### src/rtl/keypad_if.sv
// One-hot key interface between the matrix scanner (master) and its consumer.
// The scanner drives the column lines and receives the keypad rows.
interface keypad_if;
    logic [3:0]  row_in;
    logic [3:0]  col_out;
    logic [15:0] onehot;
    logic        key_valid;
    logic        key_down;

    modport master (
        input  row_in,
        output col_out,
        output onehot,
        output key_valid,
        output key_down
    );

    modport slave (
        output row_in,
        input  col_out,
        input  onehot,
        input  key_valid,
        input  key_down
    );
endinterface

### src/rtl/keypad_scan.sv
// 4x4 keypad scanner: column drive, row synchronizer, frame assembly and a
// press/release debounce FSM that holds the last accepted key as a one-hot code.
module keypad_scan #(
    parameter int SCAN_DIV = 50000,
    parameter int DEBOUNCE = 4
) (
    input  logic     clk,
    input  logic     rst,
    keypad_if.master kp
);
    localparam int DW = $clog2(SCAN_DIV);
    localparam int CW = $clog2(DEBOUNCE + 1);
    localparam logic [DW-1:0] DWELL_MAX = DW'(SCAN_DIV - 1);
    localparam logic [CW-1:0] CNT_ONE   = CW'(1);
    localparam logic [CW-1:0] CNT_DB    = CW'(DEBOUNCE);

    typedef enum logic [1:0] {IDLE, PRESS_DB, HELD, REL_DB} state_t;
    typedef enum logic [1:0] {EMPTY, SINGLE, MULTI} frame_cls_t;

    logic [3:0]    row_s1_q, row_s2_q;
    logic [DW-1:0] dwell_q;
    logic [1:0]    col_q;
    logic [15:0]   frame_q;
    state_t        state_q, state_d;
    logic [CW-1:0] cnt_q, cnt_d;
    logic [15:0]   cand_q, cand_d;
    logic [15:0]   onehot_q, onehot_d;
    logic          key_valid_q, key_valid_d;
    logic          key_down_q, key_down_d;

    logic          sample;
    logic          frame_end;
    logic [15:0]   frame_full;
    frame_cls_t    cls;
    logic [CW-1:0] cnt_inc;

    function automatic frame_cls_t classify(input logic [15:0] f);
        if (f == 16'h0000)
            return EMPTY;
        else if ((f & (f - 16'd1)) == 16'h0000)
            return SINGLE;
        else
            return MULTI;
    endfunction

    function automatic logic [CW-1:0] sat_inc(input logic [CW-1:0] c);
        return (c == CNT_DB) ? c : c + CW'(1);
    endfunction

    assign sample    = (dwell_q == DWELL_MAX);
    assign frame_end = sample && (col_q == 2'd3);
    assign cls       = classify(frame_full);
    assign cnt_inc   = sat_inc(cnt_q);

    // Frame with the current column's sample merged in, so the col-3 sample
    // is classified on the same edge that stores it.
    always_comb begin
        frame_full = frame_q;
        frame_full[{col_q, 2'b00} +: 4] = ~row_s2_q;
    end

    always_ff @(posedge clk or posedge rst) begin
        if (rst) begin
            row_s1_q    <= 4'hF;
            row_s2_q    <= 4'hF;
            dwell_q     <= '0;
            col_q       <= 2'd0;
            frame_q     <= 16'h0000;
            state_q     <= IDLE;
            cnt_q       <= '0;
            cand_q      <= 16'h0000;
            onehot_q    <= 16'h0000;
            key_valid_q <= 1'b0;
            key_down_q  <= 1'b0;
        end else begin
            row_s1_q    <= kp.row_in;
            row_s2_q    <= row_s1_q;
            dwell_q     <= sample ? '0 : dwell_q + DW'(1);
            if (sample) begin
                col_q   <= col_q + 2'd1;
                frame_q <= frame_full;
            end
            state_q     <= state_d;
            cnt_q       <= cnt_d;
            cand_q      <= cand_d;
            onehot_q    <= onehot_d;
            key_valid_q <= key_valid_d;
            key_down_q  <= key_down_d;
        end
    end

    always_comb begin
        state_d     = state_q;
        cnt_d       = cnt_q;
        cand_d      = cand_q;
        onehot_d    = onehot_q;
        key_valid_d = 1'b0;
        key_down_d  = key_down_q;
        if (frame_end) begin
            case (state_q)
                IDLE: begin
                    if (cls == SINGLE) begin
                        cand_d  = frame_full;
                        cnt_d   = CNT_ONE;
                        state_d = PRESS_DB;
                        if (CNT_ONE == CNT_DB) begin
                            onehot_d    = frame_full;
                            key_valid_d = 1'b1;
                            key_down_d  = 1'b1;
                            state_d     = HELD;
                        end
                    end
                end
                PRESS_DB: begin
                    if (cls != SINGLE) begin
                        state_d = IDLE;
                    end else if (frame_full == cand_q) begin
                        cnt_d = cnt_inc;
                        if (cnt_inc == CNT_DB) begin
                            onehot_d    = cand_q;
                            key_valid_d = 1'b1;
                            key_down_d  = 1'b1;
                            state_d     = HELD;
                        end
                    end else begin
                        cand_d = frame_full;
                        cnt_d  = CNT_ONE;
                    end
                end
                HELD: begin
                    // Extra keys or roll-over while held never re-trigger.
                    if (cls == EMPTY) begin
                        cnt_d   = CNT_ONE;
                        state_d = REL_DB;
                        if (CNT_ONE == CNT_DB) begin
                            key_down_d = 1'b0;
                            state_d    = IDLE;
                        end
                    end
                end
                REL_DB: begin
                    if (cls == EMPTY) begin
                        cnt_d = cnt_inc;
                        if (cnt_inc == CNT_DB) begin
                            key_down_d = 1'b0;
                            state_d    = IDLE;
                        end
                    end else begin
                        state_d = HELD;
                    end
                end
                default: state_d = IDLE;
            endcase
        end
    end

    assign kp.col_out   = ~(4'b0001 << col_q);
    assign kp.onehot    = onehot_q;
    assign kp.key_valid = key_valid_q;
    assign kp.key_down  = key_down_q;
endmodule

### src/flat_wrapper.sv
// flat-port wrapper written by rule: the top's interface ports become plain ports
module keypad_scan_flat 
#(
    parameter int SCAN_DIV = 50000,
    parameter int DEBOUNCE = 4
)
  (clk, rst, kp_row_in, kp_col_out, kp_onehot, kp_key_valid, kp_key_down);
  keypad_if kp_i ();
  input  logic clk;
  input  logic rst;
  input wire logic [$bits(kp_i.row_in)-1:0] kp_row_in;
  output wire logic [$bits(kp_i.col_out)-1:0] kp_col_out;
  output wire logic [$bits(kp_i.onehot)-1:0] kp_onehot;
  output wire logic [$bits(kp_i.key_valid)-1:0] kp_key_valid;
  output wire logic [$bits(kp_i.key_down)-1:0] kp_key_down;
  assign kp_i.row_in = kp_row_in;
  assign kp_col_out = kp_i.col_out;
  assign kp_onehot = kp_i.onehot;
  assign kp_key_valid = kp_i.key_valid;
  assign kp_key_down = kp_i.key_down;
  keypad_scan #(.SCAN_DIV(SCAN_DIV), .DEBOUNCE(DEBOUNCE)) u_core (.clk(clk), .rst(rst), .kp(kp_i));
endmodule
### config.mk
export PLATFORM = sky130hd
export DESIGN_NAME = keypad_scan_flat
export DESIGN_NICKNAME = d
export VERILOG_FILES = /design/src/rtl/keypad_if.sv /design/src/rtl/keypad_scan.sv /design/src/flat_wrapper.sv
export SDC_FILE = /design/constraint.sdc
export NUM_CORES = 1
export LEC_CHECK = 0
export CAP_MARGIN = 5
export CORE_ASPECT_RATIO = 1.4
export CORE_MARGIN = 4
export CORE_UTILIZATION = 45
export CTS_BUF_LIST = sky130_fd_sc_hd__clkbuf_8
export DETAILED_ROUTE_END_ITERATION = 10
export GPL_TIMING_DRIVEN = 0
export PLACE_DENSITY = 0.71
export REMOVE_ABC_BUFFERS = 1
export SYNTH_ARGS = -nofsm -noshare
export SYNTH_HDL_FRONTEND = slang
export SYNTH_SLANG_ARGS = --single-unit
### constraint.sdc
create_clock -name clk -period 7.5 [get_ports clk]
set_clock_uncertainty 0.2 [all_clocks]
set_input_delay 1.5 -clock clk [delete_from_list [all_inputs] [get_ports clk]]
set_output_delay 1.5 -clock clk [all_outputs]
set_load 0.005 [all_outputs]
Word level (Yosys, flattened, before mapping) --
Cells that the tools add are included.
Word-level totals: output and inout port bits 22, register bits after elaboration 81, word-level logic and storage cells 90, input port bits 6
Cells by class: $add $sub $neg 5, equal/unequal tests 21, shifts and indexed selects 3, mux-type cells 34, reduce and logical (&&, ||, !) cells 12, bitwise gates (word level) 4
Operators by type and width (count):
- $mux W16 | 4
- $logic_not A16 Y1 | 2
- $pmux W16 S2 | 1
- $mux W2 | 9
- $mux W3 | 6
- $add A16 B1 Y16 const B | 1
- $and A16 B16 Y16 | 1
- $bwmux W16 | 1
- $eq A16 B16 Y1 | 1
- $eq A16 B16 Y1 const B | 1
- $shift A4 B6 Y16 const A | 1
- $shiftx A4 B6 Y16 | 1
- $sub A16 B1 Y16 const B | 1
- $reduce_and A5 Y1 | 3
- $ne A2 B1 Y1 const B | 7
- $pmux W3 S4 | 1
- $mux W1 | 10
- $not A4 Y4 | 2
- $pmux W2 S4 | 1
- $reduce_and A7 Y1 | 1
- $eq A2 B2 Y1 const B | 3
- $eq A3 B3 Y1 const B | 2
- $ne A3 B1 Y1 const B | 2
- $neg A4 Y6 | 1
- other kinds (12) | 16

Logic depth before layout (Yosys ltp) --
Gate-level depths: netlist of run 1.
depth after elaboration 12, gate-level depth with buffers 15, gate-level depth less buffers 10

Worst setup path after synthesis of run 1 --
OpenSTA, ideal clock, no wires.
path kind reg-to-reg, start point register u_core.col_q[0], end point register u_core.onehot_q[10], in the netlist u_core.kp.onehot[10], path buffers 4, library setup time 0.125 ns, clock period less this slack 3.687 ns, data arrival time 3.362 ns, setup slack 3.813 ns, stages on the path, launching flop included 15, required time 7.175 ns, cell sequence dfrtp_1 > buf_2 > inv_1 > ha_1 > buf_6 > or4b_4 > a221oi_2 > or3_2 > nor4b_2 > a221o_2 > nand3_4 > or3_1 > buf_6 > buf_8 > mux2_4
Between the ends: longest elaborated chain between the ends 11, elaborated cells between the ends (all ways) 16, those cells by class add/sub (2); eq/ne (3); shift (2); mux (3); bitwise (2); reduce/logical (4)
RTL lines:
- start, declared | RTL line keypad_scan.sv:22 | logic [1:0] col_q;
- start signal, assigned | RTL line keypad_scan.sv:80 | col_q <= col_q + 2'd1;
- $neg A4 Y6 | RTL line keypad_scan.sv:59 | frame_full[{col_q, 2'b00} +: 4] = ~row_s2_q;
- $shiftx A4 B6 Y16 / $shift A4 B6 Y16 (equally long branches) | RTL line keypad_scan.sv:59
- $bwmux W16 | RTL line keypad_scan.sv:59
- $sub A16 B1 Y16 | RTL line keypad_scan.sv:40 | else if ((f & (f - 16'd1)) == 16'h0000)
- $and A16 B16 Y16 | RTL line keypad_scan.sv:40
- $logic_not A16 Y1 | RTL line keypad_scan.sv:40
- $mux W2 | RTL line keypad_scan.sv:40
- $mux W2 | RTL line keypad_scan.sv:38 | if (f == 16'h0000)
- $ne A2 B1 Y1 | RTL line keypad_scan.sv:115 | if (cls != SINGLE) begin
- $not A1 Y1 (no line)
- $reduce_and A5 Y1 (no line) (*)
- end signal, assigned | RTL line keypad_scan.sv:86 | onehot_q <= onehot_d;
- end, declared | RTL line keypad_scan.sv:27 | logic [15:0] onehot_q, onehot_d;
Mark *: on every way between the ends. The rest lies on a longest branch, timed or not. A chain may end at the register's enable or synchronous reset.

Final worst setup path of run 1 --
start point register u_core.col_q[0], end point register u_core.onehot_q[8], in the netlist u_core.kp.onehot[8]
The elaborated chain is that of the path after synthesis.

==> results of run 1 <==
==> layer usage <==
metal  part of all wire (%)  wire length, um  global-route usage, %  vias up
met5                      0                0                      0        -
met4                    3.1              254                   10.2        0
met3                    3.6              297                   2.51       19
met2                     52             4310                   28.2       68
met1                     41             3410                   19.4     1461
li1                       -                -                      -     1411
==> cells in the final DEF (no fill, tap or decap), types with 2 or more instances in the layout <==
cell type	n
a21oi_4	2
inv_1	31
nor4_1	8
mux2i_1	11
nand3_1	11
mux2_2	16
o21bai_1	2
clkbuf_8	13
clkdlybuf4s50_1	27
and3_1	7
o21ai_0	17
a21oi_1	7
a31oi_1	7
mux2_4	8
xor2_1	12
nand2_1	32
o21a_1	2
o32ai_1	5
nor2_1	18
a311o_1	2
a221oi_1	2
and2_1	5
dfrtp_1	73
a32o_1	2
or2_2	3
maj3_1	3
clkinv_2	2
ha_1	8
o31ai_1	5
nor2b_1	8
xnor2_1	18
nor4b_1	5
dfstp_2	8
or3_1	2
nor3_1	3
nand4_1	3
==> Yosys cell counts, drive strengths merged (4+ instances only) <==
| master | count |
|---|---|
| nor4 | 8 |
| nand2 | 32 |
| and3 | 7 |
| buf | 8 |
| nor4b | 6 |
| mux2 | 24 |
| a31oi | 7 |
| nor2 | 19 |
| o31ai | 5 |
| and2 | 5 |
| nand3 | 12 |
| xnor2 | 18 |
| o21ai | 17 |
| dfstp | 8 |
| nand4 | 4 |
| clkbuf | 7 |
| a21oi | 10 |
| inv | 32 |
| mux2i | 12 |
| xor2 | 12 |
| ha | 8 |
| nor2b | 8 |
| dfrtp | 73 |
| o32ai | 5 |
==> per-stage QoR <==
step / cell area [um2] / std cells
5_1_grt: 4770 / 525
2_1_floorplan: 4120 / 373
3_5_place_dp: 4570 / 509
6_report: 4770 / 525
3_3_place_gp: 4530 / 507
4_1_cts: 4770 / 525
==> report_power, final <==
| part | switching, mW | internal (mW) |
|---|---|---|
| clock | 0.147 | 0.154 |
| sequential | 0.00307 | 0.441 |
| combinational | 0.0174 | 0.00979 |
==> layout make-up <==
cell class                 instances  share of cell area (%)
clock inverter                     3                   0.289
tap                              107                    2.81
inverter                          32                    2.57
clock buffer                      13                    3.75
timing repair buffer              29                    6.56
multi-input combinational        260                    41.3
sequential                        81                    42.7
==> state kept, by name (all words and copies together), names as in the netlist <==
| name | flops |
|---|---|
| u_core.row_s1_q | 4 |
| u_core.state_q | 2 |
| u_core.cnt_q | 3 |
| u_core.row_s2_q | 4 |
| u_core.kp.key_valid | 1 |
| u_core.dwell_q | 16 |
| u_core.kp.key_down | 1 |
| u_core.frame_q | 16 |
| u_core.col_q | 2 |
| u_core.cand_q | 16 |
| u_core.kp.onehot | 16 |
==> how the worst min path moves through the flow <==
stage / startpoint / to / depth (start not counted)
2_1_floorplan: u_core.row_s1_q[0]$_DFF_PP1_ / u_core.row_s2_q[0]$_DFF_PP1_ / 0
3_3_place_gp: u_core.row_s1_q[3]$_DFF_PP1_ / u_core.row_s2_q[3]$_DFF_PP1_ / 0
3_5_place_dp: u_core.row_s1_q[2]$_DFF_PP1_ / u_core.row_s2_q[2]$_DFF_PP1_ / 0
4_1_cts: u_core.row_s1_q[2]$_DFF_PP1_ / u_core.row_s2_q[2]$_DFF_PP1_ / 0
5_1_grt: u_core.row_s1_q[2]$_DFF_PP1_ / u_core.row_s2_q[2]$_DFF_PP1_ / 0
6_report: u_core.row_s1_q[2]$_DFF_PP1_ / u_core.row_s2_q[2]$_DFF_PP1_ / 0
==> kinds of logic (layout without fill, tap and decap cells) <==
logic type                 after synthesis  after routing  share of synthesized area (%)
and+or+nand+nor                        114            114                           14.8
DFF                                     81             81                           48.3
AOI/OAI and AO/OA                       69             69                           12.4
buffers and inverters                   47             77                           5.08
muxes                                   36             36                           10.1
xor gates and xnor gates                30             30                           6.23
adders and majority gates               11             11                           3.09
==> flow_summary.ini, run 1 <==
[route]
antenna_left = 0
first_pass_iters = 4
drc = 0
num_vias = 2959
wl_per_cell_um = 15.8
avgViaCountPerCell = 5.64
wirelength_um = 8270
detail_route.iter0.violations = 177

[die]
die-area_mm2 = 0.0110
fp.coreArea_mm2 = 0.00908
core.rowCount = 41
die_y_um = 123
start_util_pct = 46.4
io-pin-count = 28
die_w_um = 89.8

[global_routing]
grt_pass1_wl_um = 14400
grt_max_degree = 62
overflow = 0
grt.total_usage_pct = 16.4
antenna_found_initial = 0
first_global_vias = 3012

[min_path]
hold_class = reg2reg

[cells_and_area]
postLayoutCoreUtil_pct = 52.5
syn_to_final_growth_pct = 13.1
n_fill_cell = 817
num_antenna_cells = 0
multi_input_area_mm2 = 0.00197
nets = 427
seq_area_mm2 = 0.00204
layout-drive-gt1-share_pct = 16.3

[timing]
fin_hold_ws_ps = 156
setup_ws_ps = 2380
clock.fmax_mhz = 195
finalHoldViolCount = 0
setup_viol = 0
period_share_pct = 68.3
finalCriticalPeriod_ps = 5120
tightest_slew_ps = 1110
slew_headroom_pct = 25.1
finalMaxSlewViolations = 0
setup-tns-final_ps = 0
rsz0062_at_grt = no

[worst_setup_path]
critPathRequiredTime_ps = 7550
slowest_delay_ps = 1000
critPathCaptureType = flop
timing.rr.start = u_core.col_q[0]$_DFFE_PP0N_
endpoint = u_core.kp.onehot[8]$_DFFE_PP0P_
start_kind = flop
critPathArrivalTime_ps = 5170
critPathMaxFanout = 18
path_class = reg2reg
rrSetupSlack_ps = 2380
crit_family = simple AND/OR/NAND/NOR gates
path_depth = 9
rr_worst_depth = 9
crit_slowest_cell = nor4bb_1
cp_cell_sequence = inv_1 > ha_1 > nor4bb_1 > a31oi_1 > xnor2_1 > nor4_1 > nand4_1 > or3_1 > mux2_4
startpoint = u_core.col_q[0]$_DFFE_PP0N_
r2r_end = u_core.kp.onehot[8]$_DFFE_PP0P_
cp.buffers_inverters = 1

[clock_network]
clock_sinks = 81
cts_inserted_buffers = 9
insertion_delay_ps = 360
cts_setup_buffers = 0
clockRootBuffer = clkbuf_8
post_cts_resized = 0
clockBufferDepth = 2
clk_pin_slew_ps = 80
cts_max_level = 3
ctsHoldBuffers = 0
cts_tree = done

[place]
finalWeightedCongestion = 0.862
dp_hpwl_um = 5990
dp_slack_ps = 2370
io_buffers = 27

[logic_synthesis]
ys_warn_count = 0
synthTopCellsByArea = dfrtp_1, dfstp_2, mux2_2, xnor2_1, mux2_4
async_flop_share_pct = 100
synth_ff_type = dfrtp_1
yosysTopAreaCell = dfrtp_1
syn_area_mm2 = 0.00422
seq_area_frac_synth_pct = 48.3
synth_top_area_share_pct = 43.3
synth_cell_types = 64
synth_edf_count = 0
avgSynthCellArea_um2 = 10.9
postSynthCellCount = 388
ys_seq_elements = 81

[job]
max-cap-violations = 0

[status]
status = complete, no violations

[pwr]
p_total_uw = 772
max-vdd-ir-drop_uv = 72.1
p_leak_nw = 2.06
pwr_density_cell_mw_per_mm2 = 162
Power figures use the tool's default switching activity.
==> inputs of run 2 (changes only) <==
- clock period: 7.5 -> 5 ns (I/O delays scaled with it)
==> run 2 against run 1 <==
Sequential share of layout area fell by 0.26 points. Critical path depth did not move. Largest power group unchanged. Critical path type unchanged. Global-route usage barely moved. Via count rose by 0.14%. Largest cell class unchanged. Sequential power rose by 50%. Combinational power rose by 50%. Utilization rose by 0.32 points.
==> flow_summary.ini, run 2 (synthesis gave the netlist of run 1 again) <==
[status]
status = complete, no violations

[worst_setup_path]
r2r_end = u_core.kp.onehot[8]$_DFFE_PP0P_
critPathArrivalTime_ps = 4640
timing.rr.start = u_core.col_q[0]$_DFFE_PP0N_
rr_worst_depth = 9
critPathCaptureType = flop
path_class = reg2reg
critPathRequiredTime_ps = 5050
rrSetupSlack_ps = 400
start_kind = flop
critPathMaxFanout = 18

[place]
finalWeightedCongestion = 0.862
dp.cells = 509
dpl_cell_area_mm2 = 0.00457
dp_hpwl_um = 5990
io_buffers = 27
dp_slack_ps = -125

[route]
top_layer = met4
wl_met3_um = 269
wl_per_cell_um = 15.8
wirelength_um = 8280
drc = 0
detail_route.iter0.violations = 180
first_pass_iters = 4
drt-met1-wl_um = 3470
dr_wl_met2_um = 4260
num_vias = 2963
avgViaCountPerCell = 5.64
antenna_left = 0

[timing]
clock.fmax_mhz = 218
finalMaxSlewViolations = 0
setup_viol = 0
rsz0062_at_grt = no
setup_ws_ps = 403
tightest_slew_ps = 913
period_share_pct = 91.9
slew_headroom_pct = 39.1
finalHoldViolCount = 0
finalCriticalPeriod_ps = 4600

[global_routing]
grt_pass1_wl_um = 14500
grt.total_usage_pct = 16.4
grt_max_degree = 62
antenna_found_initial = 0
overflow = 0
first_global_vias = 3013

[pwr]
combinationalPowerShare_pct = 3.5
p_leak_nw = 2.09
p_clk_share_pct = 39.1
p_int_uw = 907
seq_power_share_pct = 57.4
p_sw_uw = 252
swShare_pct = 21.8
p_total_mw = 1.16
pwr_density_cell_mw_per_mm2 = 242
max-vdd-ir-drop_uv = 108

[clock_network]
clk_pin_slew_ps = 80
clockBufferDepth = 2
cts_max_level = 3
insertion_delay_ps = 360
clock_sinks = 81
cts_inserted_buffers = 9
ctsHoldBuffers = 0
cts_setup_buffers = 0
clockRootBuffer = clkbuf_8
cts_tree = done

[die]
start_util_pct = 46.4
die_y_um = 123
io-pin-count = 28
fp.coreArea_mm2 = 0.00908
core.rowCount = 41
die_w_um = 89.8
die-area_mm2 = 0.0110

[cells_and_area]
layout-drive-gt1-share_pct = 17.0
fin_cells = 525
final_cell_mix = dfrtp_1, nand2_1, inv_1
finish.instance_area_mm2 = 0.00479
syn_to_final_growth_pct = 13.7
layout_commonest_cell = dfrtp_1
nets = 427
num_antenna_cells = 0
postLayoutCoreUtil_pct = 52.8

[min_path]
hold_class = reg2reg
min_from = u_core.row_s1_q[2]$_DFF_PP1_
hold_path_depth = 0
hold_end = u_core.row_s2_q[2]$_DFF_PP1_

[job]
max-cap-violations = 0
[run 2: routing by layer]
layer | vias to the layer above | GRT usage [%]
met5 | - | 0
met4 | 0 | 10.2
li1 | 1416 | -
met2 | 69 | 28.2
met3 | 19 | 2.51
met1 | 1459 | 19.4
[run 2: worst max-delay path: stages (launching register included)]
cell and delay [ps]:
dfrtp_1 560, inv_1 180, ha_1 580, nor4bb_4 560
a31oi_1 210, xnor2_1 160, nor4_1 420, nand4_1 370
or3_1 790, mux2_4 440
[run 2: worst max path at each step]
stage	start	cells after the start	endpoint	slack [ps]
6_report	u_core.col_q[0]$_DFFE_PP0N_	9	u_core.kp.onehot[8]$_DFFE_PP0P_	400
3_5_place_dp	u_core.col_q[0]$_DFFE_PP0N_	9	u_core.kp.onehot[8]$_DFFE_PP0P_	-130
4_1_cts	u_core.col_q[0]$_DFFE_PP0N_	9	u_core.kp.onehot[8]$_DFFE_PP0P_	150
2_1_floorplan	u_core.col_q[0]$_DFFE_PP0N_	10	u_core.cand_q[12]$_DFFE_PP0P_	740
5_1_grt	u_core.col_q[0]$_DFFE_PP0N_	9	u_core.kp.onehot[15]$_DFFE_PP0P_	140
3_3_place_gp	u_core.col_q[0]$_DFFE_PP0N_	10	u_core.cand_q[15]$_DFFE_PP0P_	-390
[run 2: area by class of cell]
| cell class | instances | area [um2] |
|---|---|---|
| Clock buffer | 13 | 179 |
| Multi-Input combinational cell | 260 | 2000 |
| Tap cell | 107 | 134 |
| Clock inverter | 3 | 13.8 |
| Sequential cell | 81 | 2040 |
| Fill cell | 821 | 4290 |
| Inverter | 32 | 123 |
| Timing Repair Buffer | 29 | 313 |
[run 2: stage by stage]
stage                     TNS [ps]  hold slack, ps
final                            0             156
after global placement       -5240             147
after floorplan                  0             145
after global routing             0             161
after detailed placement     -1800             147
after CTS                        0             158
[run 2: power groups by stage]
stage	clock network, mW	registers (mW)	logic [mW]
2_1_floorplan	0	0.676	0.0273
3_3_place_gp	0	0.678	0.0378
3_5_place_dp	0	0.678	0.0419
4_1_cts	0.472	0.665	0.0420
5_1_grt	0.500	0.666	0.0465
6_report	0.453	0.665	0.0408
[run 2: timing repair]
item / in CTS / in global routing
endpoints found under the hold margin: 0 / 0
resized for setup: 1 / 3
endpoints found under the setup margin: 16 / 16
cloned: 0 / 0
